==> config.mk <==
export PLATFORM = sky130hd
export DESIGN_NAME = regfile_wb_arbiter
export DESIGN_NICKNAME = d
export VERILOG_FILES = /design/src/rtl/regfile_wb_arbiter_pkg.sv /design/src/rtl/regfile_wb_arbiter_fwd_mux.sv /design/src/rtl/regfile_wb_arbiter.sv
export SDC_FILE = /design/constraint.sdc
export NUM_CORES = 1
export LEC_CHECK = 0
export BUFFER_PORTS_ARGS = -buffer_cell sky130_fd_sc_hd__clkbuf_2
export CORE_MARGIN = 4
export CORE_UTILIZATION = 37
export CTS_BUF_LIST = sky130_fd_sc_hd__clkbuf_8
export CTS_CLUSTER_SIZE = 10
export DETAILED_ROUTE_END_ITERATION = 6
export GPL_TIMING_DRIVEN = 0
export PLACE_DENSITY = 0.86
export SYNTH_ARGS = -nofsm -noshare
export SYNTH_HDL_FRONTEND = slang
export SYNTH_HIERARCHICAL = 1
export SYNTH_SLANG_ARGS = --single-unit
==> constraint.sdc <==
create_clock -name clk_i -period 2.5 [get_ports clk_i]
set_input_delay 0.75 -clock clk_i [delete_from_list [all_inputs] [get_ports clk_i]]
set_output_delay 0.75 -clock clk_i [all_outputs]
set_load 0.05 [all_outputs]
==> src/rtl/regfile_wb_arbiter_pkg.sv <==
// Shared definitions for the register-file write-back arbiter: default widths,
// priority-pointer encoding and the hard-wired zero register.
package regfile_wb_arbiter_pkg;

  localparam int unsigned DEF_DATA_WIDTH     = 32;
  localparam int unsigned DEF_ADDR_BUS_WIDTH = 5;
  localparam int unsigned ZERO_REG_ADDR      = 0;

  typedef enum logic {
    PRI_ALU = 1'b0,
    PRI_LSU = 1'b1
  } pri_e;

endpackage

==> src/rtl/regfile_wb_arbiter_fwd_mux.sv <==
// Read-port bypass: the zero register always reads 0, and an in-flight write
// to the same register overrides the raw register-file data.
module wb_fwd_mux
  import regfile_wb_arbiter_pkg::*;
#(
  parameter int unsigned DATA_WIDTH     = DEF_DATA_WIDTH,
  parameter int unsigned ADDR_BUS_WIDTH = DEF_ADDR_BUS_WIDTH
) (
  input  logic [ADDR_BUS_WIDTH-1:0] i_rd_addr,
  input  logic [DATA_WIDTH-1:0]     i_rd_data,
  input  logic                      i_wr_en,
  input  logic [ADDR_BUS_WIDTH-1:0] i_wr_addr,
  input  logic [DATA_WIDTH-1:0]     i_wr_data,
  output logic [DATA_WIDTH-1:0]     o_rd_data
);

  localparam logic [ADDR_BUS_WIDTH-1:0] ZERO_ADDR = ADDR_BUS_WIDTH'(ZERO_REG_ADDR);

  always_comb begin
    if (i_rd_addr == ZERO_ADDR)
      o_rd_data = '0;
    else if (i_wr_en && (i_wr_addr == i_rd_addr))
      o_rd_data = i_wr_data;
    else
      o_rd_data = i_rd_data;
  end

endmodule

==> src/rtl/regfile_wb_arbiter.sv <==
// Two-requester (ALU/LSU) round-robin write-back arbiter with a registered
// register-file write port and bypass on both read ports.
module regfile_wb_arbiter
  import regfile_wb_arbiter_pkg::*;
#(
  parameter int unsigned DATA_WIDTH     = DEF_DATA_WIDTH,
  parameter int unsigned ADDR_BUS_WIDTH = DEF_ADDR_BUS_WIDTH
) (
  input  logic                      clk_i,
  input  logic                      reset_i,
  input  logic                      alu_valid_i,
  input  logic [ADDR_BUS_WIDTH-1:0] alu_addr_i,
  input  logic [DATA_WIDTH-1:0]     alu_data_i,
  output logic                      alu_ready_o,
  input  logic                      lsu_valid_i,
  input  logic [ADDR_BUS_WIDTH-1:0] lsu_addr_i,
  input  logic [DATA_WIDTH-1:0]     lsu_data_i,
  output logic                      lsu_ready_o,
  output logic                      write_en_o,
  output logic [ADDR_BUS_WIDTH-1:0] write_addr_o,
  output logic [DATA_WIDTH-1:0]     write_data_o,
  input  logic [ADDR_BUS_WIDTH-1:0] read_1_addr_i,
  input  logic [ADDR_BUS_WIDTH-1:0] read_2_addr_i,
  input  logic [DATA_WIDTH-1:0]     read_1_data_i,
  input  logic [DATA_WIDTH-1:0]     read_2_data_i,
  output logic [DATA_WIDTH-1:0]     read_1_data_o,
  output logic [DATA_WIDTH-1:0]     read_2_data_o,
  output logic [1:0]                grant_o
);

  localparam logic [ADDR_BUS_WIDTH-1:0] ZERO_ADDR = ADDR_BUS_WIDTH'(ZERO_REG_ADDR);

  pri_e                      r_pri;
  logic                      r_we;
  logic [ADDR_BUS_WIDTH-1:0] r_waddr;
  logic [DATA_WIDTH-1:0]     r_wdata;

  logic                      w_alu_ready;
  logic                      w_lsu_ready;
  logic                      w_xfer;
  logic [ADDR_BUS_WIDTH-1:0] w_sel_addr;
  logic [DATA_WIDTH-1:0]     w_sel_data;

  // Ready is held low through reset so nothing is accepted while it is asserted.
  always_comb begin
    w_alu_ready = 1'b0;
    w_lsu_ready = 1'b0;
    if (!reset_i) begin
      if (alu_valid_i && (!lsu_valid_i || r_pri == PRI_ALU))
        w_alu_ready = 1'b1;
      else if (lsu_valid_i)
        w_lsu_ready = 1'b1;
    end
  end

  assign w_xfer     = w_alu_ready | w_lsu_ready;
  assign w_sel_addr = w_alu_ready ? alu_addr_i : lsu_addr_i;
  assign w_sel_data = w_alu_ready ? alu_data_i : lsu_data_i;

  always_ff @(posedge clk_i) begin
    if (reset_i) begin
      r_pri   <= PRI_LSU;
      r_we    <= 1'b0;
      r_waddr <= '0;
      r_wdata <= '0;
    end else begin
      // Writes to the zero register are accepted but never reach the port.
      r_we <= w_xfer && (w_sel_addr != ZERO_ADDR);
      if (w_xfer) begin
        r_waddr <= w_sel_addr;
        r_wdata <= w_sel_data;
      end
      if (w_alu_ready)
        r_pri <= PRI_LSU;
      else if (w_lsu_ready)
        r_pri <= PRI_ALU;
    end
  end

  assign alu_ready_o  = w_alu_ready;
  assign lsu_ready_o  = w_lsu_ready;
  assign grant_o      = {w_lsu_ready, w_alu_ready};
  assign write_en_o   = r_we;
  assign write_addr_o = r_waddr;
  assign write_data_o = r_wdata;

  wb_fwd_mux #(.DATA_WIDTH(DATA_WIDTH), .ADDR_BUS_WIDTH(ADDR_BUS_WIDTH)) u_fwd_1 (
    .i_rd_addr (read_1_addr_i),
    .i_rd_data (read_1_data_i),
    .i_wr_en   (r_we),
    .i_wr_addr (r_waddr),
    .i_wr_data (r_wdata),
    .o_rd_data (read_1_data_o)
  );

  wb_fwd_mux #(.DATA_WIDTH(DATA_WIDTH), .ADDR_BUS_WIDTH(ADDR_BUS_WIDTH)) u_fwd_2 (
    .i_rd_addr (read_2_addr_i),
    .i_rd_data (read_2_data_i),
    .i_wr_en   (r_we),
    .i_wr_addr (r_waddr),
    .i_wr_data (r_wdata),
    .o_rd_data (read_2_data_o)
  );

endmodule

==> flow_summary.json, run 1 <==
{
  "status": "complete, but fails checks",
  "violations": "setup timing",
  "fillers": 541,
  "r2r-start": "r_pri$_SDFFE_PP1P_",
  "skew_ns": 0.00717,
  "drt-total-wl_um": 17600,
  "post-place-ws_ns": -0.834,
  "worstSkewPairLatency_ns": 0.29,
  "path_class": "in -> out",
  "final_cells": 816,
  "cts_root_buf": "clkbuf_8",
  "reg2reg_setup_slack_ns": 0.88,
  "ios": 258,
  "gp_congestion": 0.893,
  "cp_slowest_cell": "nor4_4",
  "clockBufferDepth": 2,
  "startpoint_type": "input port",
  "worstHoldPathType": "reg -> reg",
  "grt_antenna_before_repair": 0,
  "slew_headroom_pct": 53.7,
  "rsz0062_at_grt": "true",
  "htreeDepth": 2,
  "endpoint_kind": "primary output",
  "timing.final.crit_share_pct": 117,
  "totalPowerFinal_mw": 2.74,
  "area_growth_pct": 96.5,
  "core_area_um2": 8340,
  "crit_buf_inv": 4,
  "grt_pass1_wl_um": 25100,
  "maxCapViolCount": 0,
  "arrival_ns": 2.17,
  "ys_seq_area_share_pct": 24.3,
  "tns_ns": -24.04,
  "critPathTopFamily": "buffers and inverters",
  "cp.depth": 8,
  "syn_nets": 588,
  "clock-sinks": 39,
  "grt_max_degree": 20,
  "rows": 33,
  "cp.required_ns": 1.75,
  "wl_per_cell_um": 21.6,
  "holdBufCountCts": 0,
  "syn_area_per_cell_um2": 7.36,
  "worst_slack_ns": -0.424,
  "fin_nets": 862,
  "yosysWarnings": 6,
  "start_util_pct": 38.4,
  "dieHeight_um": 101,
  "drt_pass1_iterations": 5,
  "period_minus_slack_ns": 2.92,
  "place_inst": 798,
  "syn_area_um2": 3210,
  "ys_types": 26,
  "drive_gt1_share_pct": 59.1,
  "hold_violations": 0,
  "critical-path-top-cell-by-count": "buf_8",
  "setup_viol": 65,
  "clockPowerShare_pct": 19.6,
  "pwr-share-comb_pct": 52.4,
  "grt_overflow": 0,
  "antennaDiodeCount": 0,
  "drt-vias-per-instance": 6.11,
  "irDropWorstVdd_v": 0.000244,
  "path_max_fanout": 10,
  "drv_slew": 0,
  "max_freq_mhz": 342,
  "synth.top_cell.area_share_pct": 24.3,
  "io_buffers": 257,
  "hpwl_um": 12500,
  "synth_seq_cells": 39,
  "hold_path_depth": 2,
  "power_density_nw_per_um2": 434,
  "fp.dieArea_um2": 10200,
  "p_sw_mw": 1.22,
  "rr_worst_depth": 5,
  "cts_buffers": 5,
  "clk_pin_slew_ns": 0.08,
  "p_int_mw": 1.52,
  "tightest_slew_ns": 0.691,
  "die_width_um": 101,
  "crit_path_cell_trace": "buf_8, xor2_4, nor4_4, buf_4, buf_6, nand4_1, o21ai_4, buf_8",
  "drc": 0,
  "grtUsageTotal_pct": 31.0,
  "vias": 4985,
  "syn_inst": 436,
  "cts_tree": "done",
  "hp-start": "r_pri$_SDFFE_PP1P_",
  "seqPwrFrac_pct": 28.0,
  "grt_pass1_vias": 4921,
  "swShare_pct": 44.5,
  "cpPeakStageDelay_ns": 0.31,
  "ant_nets": 0,
  "startpoint": "read_2_addr_i[3]",
  "synth_area_leader_cell": "dfxtp_1",
  "leakagePower_nw": 2.99,
  "synth_area_leaders": "dfxtp_1 24%, nand4_1 12%, a221o_1 12%",
  "dr.first_iter.drc_count": 310
}
worst reg2reg max path: stages, from the launching register on:
cell and delay, ns:
dfxtp_1 0.39, nand2_4 0.08, buf_6 0.15, buf_6 0.14
a2111oi_0 0.63, a221o_1 0.19
placed cells by master, fill, tap and decap left out, drive strengths merged:
cell	n
and2	4
nor4	2
or4	1
nor3	4
nand4	64
nor2	5
a221o	37
inv	38
clkinv	2
bufinv	1
dfxtp	39
buf	109
o21ai	65
a21oi	1
and3b	1
clkbuf	219
xor2	8
o2bb2ai	1
clkinvlp	1
nand2	69
xnor2	2
a211o	1
a2111oi	37
power by group through the flow:
stage	logic [mW]	clock network (mW)	registers [mW]
after global routing	1.50	0.560	0.770
after floorplan	0.651	0	0.938
after global placement	1.16	0	0.771
after detailed placement	1.18	0	0.773
final	1.44	0.536	0.765
after CTS	1.32	0.540	0.759
worst paths after layout:
check,endpoint
hold reg to reg,r_pri$_SDFFE_PP1P_
hold / removal,r_pri$_SDFFE_PP1P_
setup reg to reg,write_data_o[0]$_SDFFE_PP0P_
setup / recovery,read_2_data_o[7]
logic make-up (layout without fill, tap and decap cells):
family | count (synthesis) | count (layout) | synth area share, %
simple gates | 149 | 150 | 24.4
compound gates | 142 | 142 | 34.8
buf+inv | 96 | 370 | 13.7
flops | 39 | 39 | 24.3
xor+xnor | 10 | 10 | 2.73
metal layers:
layer | vias to the layer above | share of wire [%] | GRT usage [%]
met3 | 52 | 11 | 5.95
met4 | 0 | 2.7 | 9.41
met5 | - | 0 | 0
li1 | 2222 | - | -
met1 | 2339 | 36 | 37.2
met2 | 372 | 51 | 55.3
Yosys cell counts:
library cell,number
nand2_1,68
a2111oi_1,8
inv_1,39
xnor2_1,2
buf_4,6
dfxtp_1,39
a221o_1,37
nor3_1,3
nor3_2,1
xor2_1,8
nand4_1,64
nor2_1,5
a2111oi_0,19
and2_1,4
o2bb2ai_1,1
buf_6,5
clkbuf_1,30
a21oi_1,1
nor4_4,2
or4_1,1
o21ai_0,55
and3b_1,1
a211o_1,1
a2111oi_2,10
buf_2,16
o21ai_1,10
registers in the layout (all words and copies together), names as in the netlist:
register      count
write_addr_o      5
write_data_o     32
write_en_o        1
r_pri             1
repair_timing:
item / 4_1_cts / 5_1_grt
pin swaps: 7 / 15
hold endpoints to repair: 0 / 0
endpoints found under the setup margin: 68 / 67
resized for setup: 172 / 127
buffers inserted: 10 / 3
cloned: 0 / 3
cell type report:
type / count / area (um2) / area share [%]
multi-input combinational: 302 / 2550 / 40.4
timing repair buffer: 271 / 2110 / 33.4
sequential: 39 / 783 / 12.4
buffer: 52 / 470 / 7.46
inverter: 39 / 150 / 2.38
tap: 105 / 131 / 2.08
clock buffer: 5 / 68.8 / 1.09
clock inverter: 3 / 43.8 / 0.695
per-stage QoR:
step                      instance area (um2)  util (%)  hold slack, ns
after floorplan                          3710         -           0.461
after global placement                   5130      61.5           0.474
after detailed placement                 5130      61.5           0.494
after CTS                                5960      71.5           0.542
after global routing                     6300      75.6           0.580
final                                    6300      75.6           0.549
Power figures use the tool's default switching activity.
==> inputs of run 2 (changes only) <==
Settings changed: CORE_ASPECT_RATIO from default to 1.4.
==> run 2 against run 1 <==
The run still ends with setup timing left. Worst hold slack improved by 0.0011 ns. Worst setup slack got worse by 0.050 ns. Sequential cell count unchanged. Clock power decreased by 23%. Die area increased by 0.21%. Cell area increased by 4.2%. Non-clock buffer count increased by 9. Via count increased by 4.5%. First-iteration DRC count increased by 48%. Largest power group unchanged.
==> flow_summary.json, run 2 (synthesis gave the netlist of run 1 again) <==
{
  "period_minus_slack_ns": 2.97,
  "wl_per_cell_um": 24.3,
  "ant_nets": 0,
  "pwr-share-comb_pct": 55.8,
  "clockBufferDepth": 2,
  "drv_slew": 0,
  "antennaDiodeCount": 0,
  "drc": 0,
  "grt_max_degree": 20,
  "startpoint_type": "input port",
  "status": "complete, but fails checks",
  "rsz0062_at_grt": "true",
  "cts_tree": "done",
  "power_density_nw_per_um2": 408,
  "layout_commonest_cell": "clkbuf_2",
  "hpwl_um": 12900,
  "fin_nets": 870,
  "die_width_um": 86.7,
  "multiInputGateArea_um2": 2690,
  "placed_area_um2": 5130,
  "worst_slack_ns": -0.474,
  "rows": 39,
  "path_max_fanout": 5,
  "endpoint": "read_1_data_o[0]",
  "finish.instance_area_um2": 6570,
  "area_growth_pct": 105,
  "seqPwrFrac_pct": 28.9,
  "grt_util_met1_pct": 38.4,
  "startpoint": "read_1_addr_i[1]",
  "worstSkewPairLatency_ns": 0.29,
  "busiest_layer": "met2",
  "grt_antenna_before_repair": 0,
  "htreeDepth": 2,
  "fp.dieArea_um2": 10200,
  "leakagePower_nw": 3.08,
  "violations": "setup timing",
  "slew_headroom_pct": 43.9,
  "path_class": "in -> out",
  "drt-total-wl_um": 19900,
  "reg2reg_to": "write_data_o[2]$_SDFFE_PP0P_",
  "ios": 258,
  "vias": 5211,
  "setup_viol": 64,
  "r2r-start": "r_pri$_SDFFE_PP1P_",
  "skew_ns": 0.00685,
  "io_buffers": 257,
  "register_area_um2": 783,
  "timing.final.crit_share_pct": 119,
  "clockPowerShare_pct": 15.4,
  "rr_worst_depth": 5,
  "maxCapViolCount": 0,
  "largest_register_ffs": 32,
  "swShare_pct": 46.4,
  "drt_pass1_iterations": 6,
  "gp_congestion": 0.964,
  "reg2reg_setup_slack_ns": 0.89,
  "endpoint_kind": "primary output",
  "irDropWorstVdd_v": 0.000306,
  "tns_ns": -26.71,
  "fillers": 505,
  "grt_overflow": 0,
  "hp-start": "r_pri$_SDFFE_PP1P_",
  "hold_violations": 0,
  "clock-sinks": 39,
  "start_util_pct": 38.7,
  "clk_pin_slew_ns": 0.07,
  "tightest_slew_ns": 0.837,
  "dieHeight_um": 118,
  "grt_pass1_wl_um": 28100,
  "cts_buffers": 5,
  "final_cell_mix": "190 x clkbuf_2, 65 x nand2_1, 64 x nand4_1",
  "p_int_mw": 1.44,
  "worstHoldPathType": "reg -> reg",
  "max_freq_mhz": 336,
  "grt_pass1_vias": 5170,
  "cp.required_ns": 1.75,
  "arrival_ns": 2.22,
  "core_area_um2": 8300,
  "dr.first_iter.drc_count": 459,
  "grtUsageTotal_pct": 34.6,
  "cts_root_buf": "clkbuf_8",
  "p_sw_mw": 1.24,
  "gr-usage-met3_pct": 5.71,
  "drt-vias-per-instance": 6.36,
  "drive_gt1_share_pct": 58.6,
  "met2_usage_pct": 61.3
}
[run 2: power groups by stage]
stage	clock network [mW]	registers, mW	logic (mW)
after floorplan	0	0.938	0.651
after global placement	0	0.776	1.16
after detailed placement	0	0.777	1.18
after CTS	0.411	0.763	1.34
after global routing	0.440	0.778	1.55
final	0.411	0.773	1.49
[run 2: routing by layer]
metal / part of all wire [%] / up-vias / wire, um
met5: 0 / - / 0
met4: 6.8 / 0 / 1350
met3: 8.3 / 111 / 1650
met2: 52 / 415 / 10400
met1: 33 / 2461 / 6530
li1: - / 2224 / -
[run 2: stage by stage]
stage / instances / hold slack [ns] / total power [mW] / util [%] / worst slack, ns
floorplan: 436 / 0.461 / 1.59 / - / -0.219
global placement: 795 / 0.476 / 1.94 / 61.8 / -0.740
detailed placement: 795 / 0.487 / 1.95 / 61.8 / -0.720
CTS: 819 / 0.508 / 2.52 / 73.8 / -0.449
global route: 819 / 0.590 / 2.77 / 79.2 / -0.537
finish: 819 / 0.550 / 2.68 / 79.2 / -0.474
[run 2: cell type report]
| class | count | share of cell area, % |
|---|---|---|
| plain buffers | 51 | 6.65 |
| repair buffers | 281 | 35.2 |
| well taps | 102 | 1.94 |
| multi-input cells | 301 | 40.9 |
| flip-flops and latches | 39 | 11.9 |
| clock inverters | 1 | 0.0571 |
| inverters | 39 | 2.29 |
| clock buffers | 5 | 1.05 |
[run 2: worst max-delay path: stages]
cell	delay, ns
buf_8	0.11
xor2_4	0.18
nor4_4	0.29
buf_6	0.16
buf_6	0.11
buf_6	0.11
nand4_1	0.22
o21ai_4	0.14
buf_8	0.16
[run 2: worst min path at each step]
stage,endpoint,cells past startpoint
floorplan,r_pri$_SDFFE_PP1P_,2
global placement,r_pri$_SDFFE_PP1P_,2
detailed placement,r_pri$_SDFFE_PP1P_,2
CTS,r_pri$_SDFFE_PP1P_,2
global route,r_pri$_SDFFE_PP1P_,2
finish,r_pri$_SDFFE_PP1P_,2
[run 2: timing repair]
action | CTS | global route
pin swaps | 23 | 34
gates cloned | 4 | 4
buffers inserted | 18 | 0
hold buffers | 0 | 0
resized for setup | 177 | 144
setup endpoints to repair | 68 | 68
==> inputs of run 3 (changes only) <==
Settings changed: ABC_AREA from default to 1, CORE_UTILIZATION 37 to 38, PLACE_DENSITY 0.86 to 0.85.
==> run 3 against run 2 <==
The flow still finishes with violations (setup timing). First-iteration DRC count is 27% lower. Maximum frequency rose by 4.7%. Routed wire length fell by 0.52%. Worst setup slack improved by 0.13 ns. Sequential share of layout area fell by 1.2 points. Clock skew decreased by 0.0033 ns. Count of clock-buffer cells in the layout unchanged. Combinational power about the same. Non-clock buffer count shrank 19. Utilization grew 1.3 points. Die area increased by 7.1%. Via count rose by 9.1%. Largest cell class is now multi-input combinational cells.
==> flow_summary.json, run 3 <==
{
  "status": "complete, but fails checks",
  "violations": "setup timing",
  "rr_worst_depth": 7,
  "htreeDepth": 2,
  "synth_edf_count": 0,
  "wl_met2_um": 10500,
  "clk_pin_slew_ns": 0.07,
  "rows": 41,
  "worstHoldPathType": "reg -> reg",
  "worstSkewPairLatency_ns": 0.28,
  "core_area_um2": 9080,
  "synth-async-reset-ratio_pct": 0,
  "endpoint_kind": "primary output",
  "syn_inst": 705,
  "cpPeakStageDelay_ns": 0.31,
  "synth.top_cell.area_share_pct": 35.4,
  "ios": 258,
  "path_max_fanout": 10,
  "drt_pass1_iterations": 5,
  "fin_nets": 1141,
  "timing.final.crit_share_pct": 114,
  "slew_headroom_pct": 64.1,
  "tightest_slew_ns": 0.538,
  "endpoint": "read_1_data_o[29]",
  "max_freq_mhz": 352,
  "startpoint_type": "input port",
  "ys_types": 18,
  "cp.required_ns": 1.75,
  "setup_viol": 64,
  "skew_ns": 0.00360,
  "fillers": 564,
  "reg2reg_setup_slack_ns": 0.96,
  "synth-main-ff-cell": "dfxtp_1",
  "gp_congestion": 0.883,
  "grt_pass1_wl_um": 22900,
  "wl_per_cell_um": 18.1,
  "synthMuxAreaShare_pct": 0,
  "dr.first_iter.drc_count": 333,
  "leakagePower_nw": 4.08,
  "startpoint": "read_1_addr_i[3]",
  "crit_buf_inv": 3,
  "irDropWorstVdd_v": 0.000287,
  "cp_slowest_cell": "clkbuf_4",
  "dieHeight_um": 122,
  "synth_seq_cells": 39,
  "period_minus_slack_ns": 2.84,
  "ant_nets": 0,
  "totalPowerFinal_mw": 2.65,
  "grt_pass1_vias": 4874,
  "synth_area_leader_cell": "nand2_1",
  "drive_gt1_share_pct": 59.4,
  "drt-vias-per-instance": 5.19,
  "hold_violations": 0,
  "grt_antenna_before_repair": 0,
  "synth_top_family_by_area": "simple AND/OR/NAND/NOR gates",
  "route.met3.wl_um": 1600,
  "yosysWarnings": 6,
  "cts_root_buf": "clkbuf_8",
  "maxCapViolCount": 0,
  "synth_compound_area_share_pct": 5.89,
  "rsz0062_at_grt": "true",
  "synth.most_common_cell": "nand2_1",
  "arrival_ns": 2.09,
  "grtUsageTotal_pct": 26.6,
  "r2r-start": "r_pri$_SDFFE_PP1P_",
  "synthSimpleGateAreaFrac_pct": 53.9,
  "critical-path-top-cell-by-count": "clkbuf_4",
  "cts_tree": "done",
  "worst_slack_ns": -0.339,
  "drv_slew": 0,
  "start_util_pct": 39.1,
  "syn_nets": 857,
  "power_density_nw_per_um2": 362,
  "synth-xor-area-share_pct": 0,
  "fp.dieArea_um2": 11000,
  "critPathTopFamily": "simple AND/OR/NAND/NOR gates",
  "syn_area_per_cell_um2": 5.03,
  "crit_path_cell_trace": "buf_6, nor3_1, nand3_2, clkbuf_4, nand2_1, nor2_4, clkbuf_4",
  "largest_register_ffs": 32,
  "final_cell_mix": "219 x nand2_1, 180 x clkbuf_2, 88 x inv_1",
  "top_layer": "met4",
  "hpwl_um": 11400,
  "area_growth_pct": 106,
  "cp.depth": 7,
  "synth_area_leaders": "nand2_1 35%, dfxtp_1 22%, nor2_1 15%",
  "io_buffers": 256,
  "drt-met1-wl_um": 6640,
  "layout_commonest_cell": "nand2_1",
  "grt_overflow": 0,
  "cts_buffers": 5,
  "reg2reg_to": "write_data_o[4]$_SDFFE_PP0P_",
  "antennaDiodeCount": 0,
  "grt_max_degree": 12,
  "ys_seq_area_share_pct": 22.0,
  "drc": 0,
  "syn_area_um2": 3550,
  "clockBufferDepth": 2,
  "vias": 5686,
  "clock-sinks": 39,
  "synthAdderAreaFrac_pct": 0,
  "whs_ns": 0.495,
  "holdBufCountCts": 0,
  "drt-total-wl_um": 19800,
  "die_width_um": 89.7,
  "path_class": "in -> out",
  "synthTopCellsByCount": "335 x nand2_1, 139 x nor2_1, 92 x inv_1"
}
## run 3: worst min path at each step
stage                     slack, ns          startpoint                  to  depth (start not counted)
after floorplan                0.44  r_pri$_SDFFE_PP1P_  r_pri$_SDFFE_PP1P_                          2
after global placement         0.45  r_pri$_SDFFE_PP1P_  r_pri$_SDFFE_PP1P_                          2
after detailed placement       0.46  r_pri$_SDFFE_PP1P_  r_pri$_SDFFE_PP1P_                          2
after CTS                      0.50  r_pri$_SDFFE_PP1P_  r_pri$_SDFFE_PP1P_                          2
after global routing           0.55  r_pri$_SDFFE_PP1P_  r_pri$_SDFFE_PP1P_                          2
final                          0.49  r_pri$_SDFFE_PP1P_  r_pri$_SDFFE_PP1P_                          2
## run 3: kinds of logic after synthesis
kind of cell / after synthesis
and+or+nand+nor: 491
buffers and inverters: 137
DFF: 39
AOI/OAI and AO/OA: 38
## run 3: tightest hold or removal path: stages (launching register included)
cell,delay [ns]
dfxtp_1,0.35
nor2_1,0.05
nor2_1,0.07
## run 3: area by class of cell
class | instances | area (um2) | area share [%]
plain buffers | 38 | 349 | 4.77
clock buffers | 5 | 68.8 | 0.941
clock inverters | 1 | 3.75 | 0.0513
inverters | 99 | 387 | 5.29
multi-input cells | 531 | 3370 | 46.1
flip-flops and latches | 39 | 786 | 10.7
well taps | 107 | 134 | 1.83
repair buffers | 275 | 2210 | 30.2
## run 3: per-layer routing
layer | track usage [%] | vias up
met1 | 28.9 | 2621
li1 | - | 2621
met5 | 0 | -
met2 | 48.4 | 350
met3 | 4.43 | 94
met4 | 12.4 | 0
## run 3: per-stage QoR
step / instance area [um2] / util (%) / TNS [ns] / setup WS (ns) / cells
after global routing: 7310 / 80.5 / -17.98 / -0.342 / 1095
after detailed placement: 5430 / 59.7 / -19.54 / -0.344 / 1068
final: 7310 / 80.5 / -15.82 / -0.339 / 1095
after CTS: 6260 / 68.9 / -12.20 / -0.235 / 1079
after floorplan: 4010 / - / -0.113 / -0.113 / 705
after global placement: 5430 / 59.7 / -18.75 / -0.345 / 1068
## run 3: timing repair
item,4_1_cts,5_1_grt
gates cloned,2,5
endpoints found under the setup margin,67,67
gates resized for setup,213,290
buffers inserted,3,11
pin swaps,3,45
## run 3: power breakdown
part / leakage, nW / switching (mW) / internal (mW)
sequential: 0.322 / 0.0706 / 0.663
clock: 0.0413 / 0.210 / 0.182
combinational: 3.72 / 0.948 / 0.571
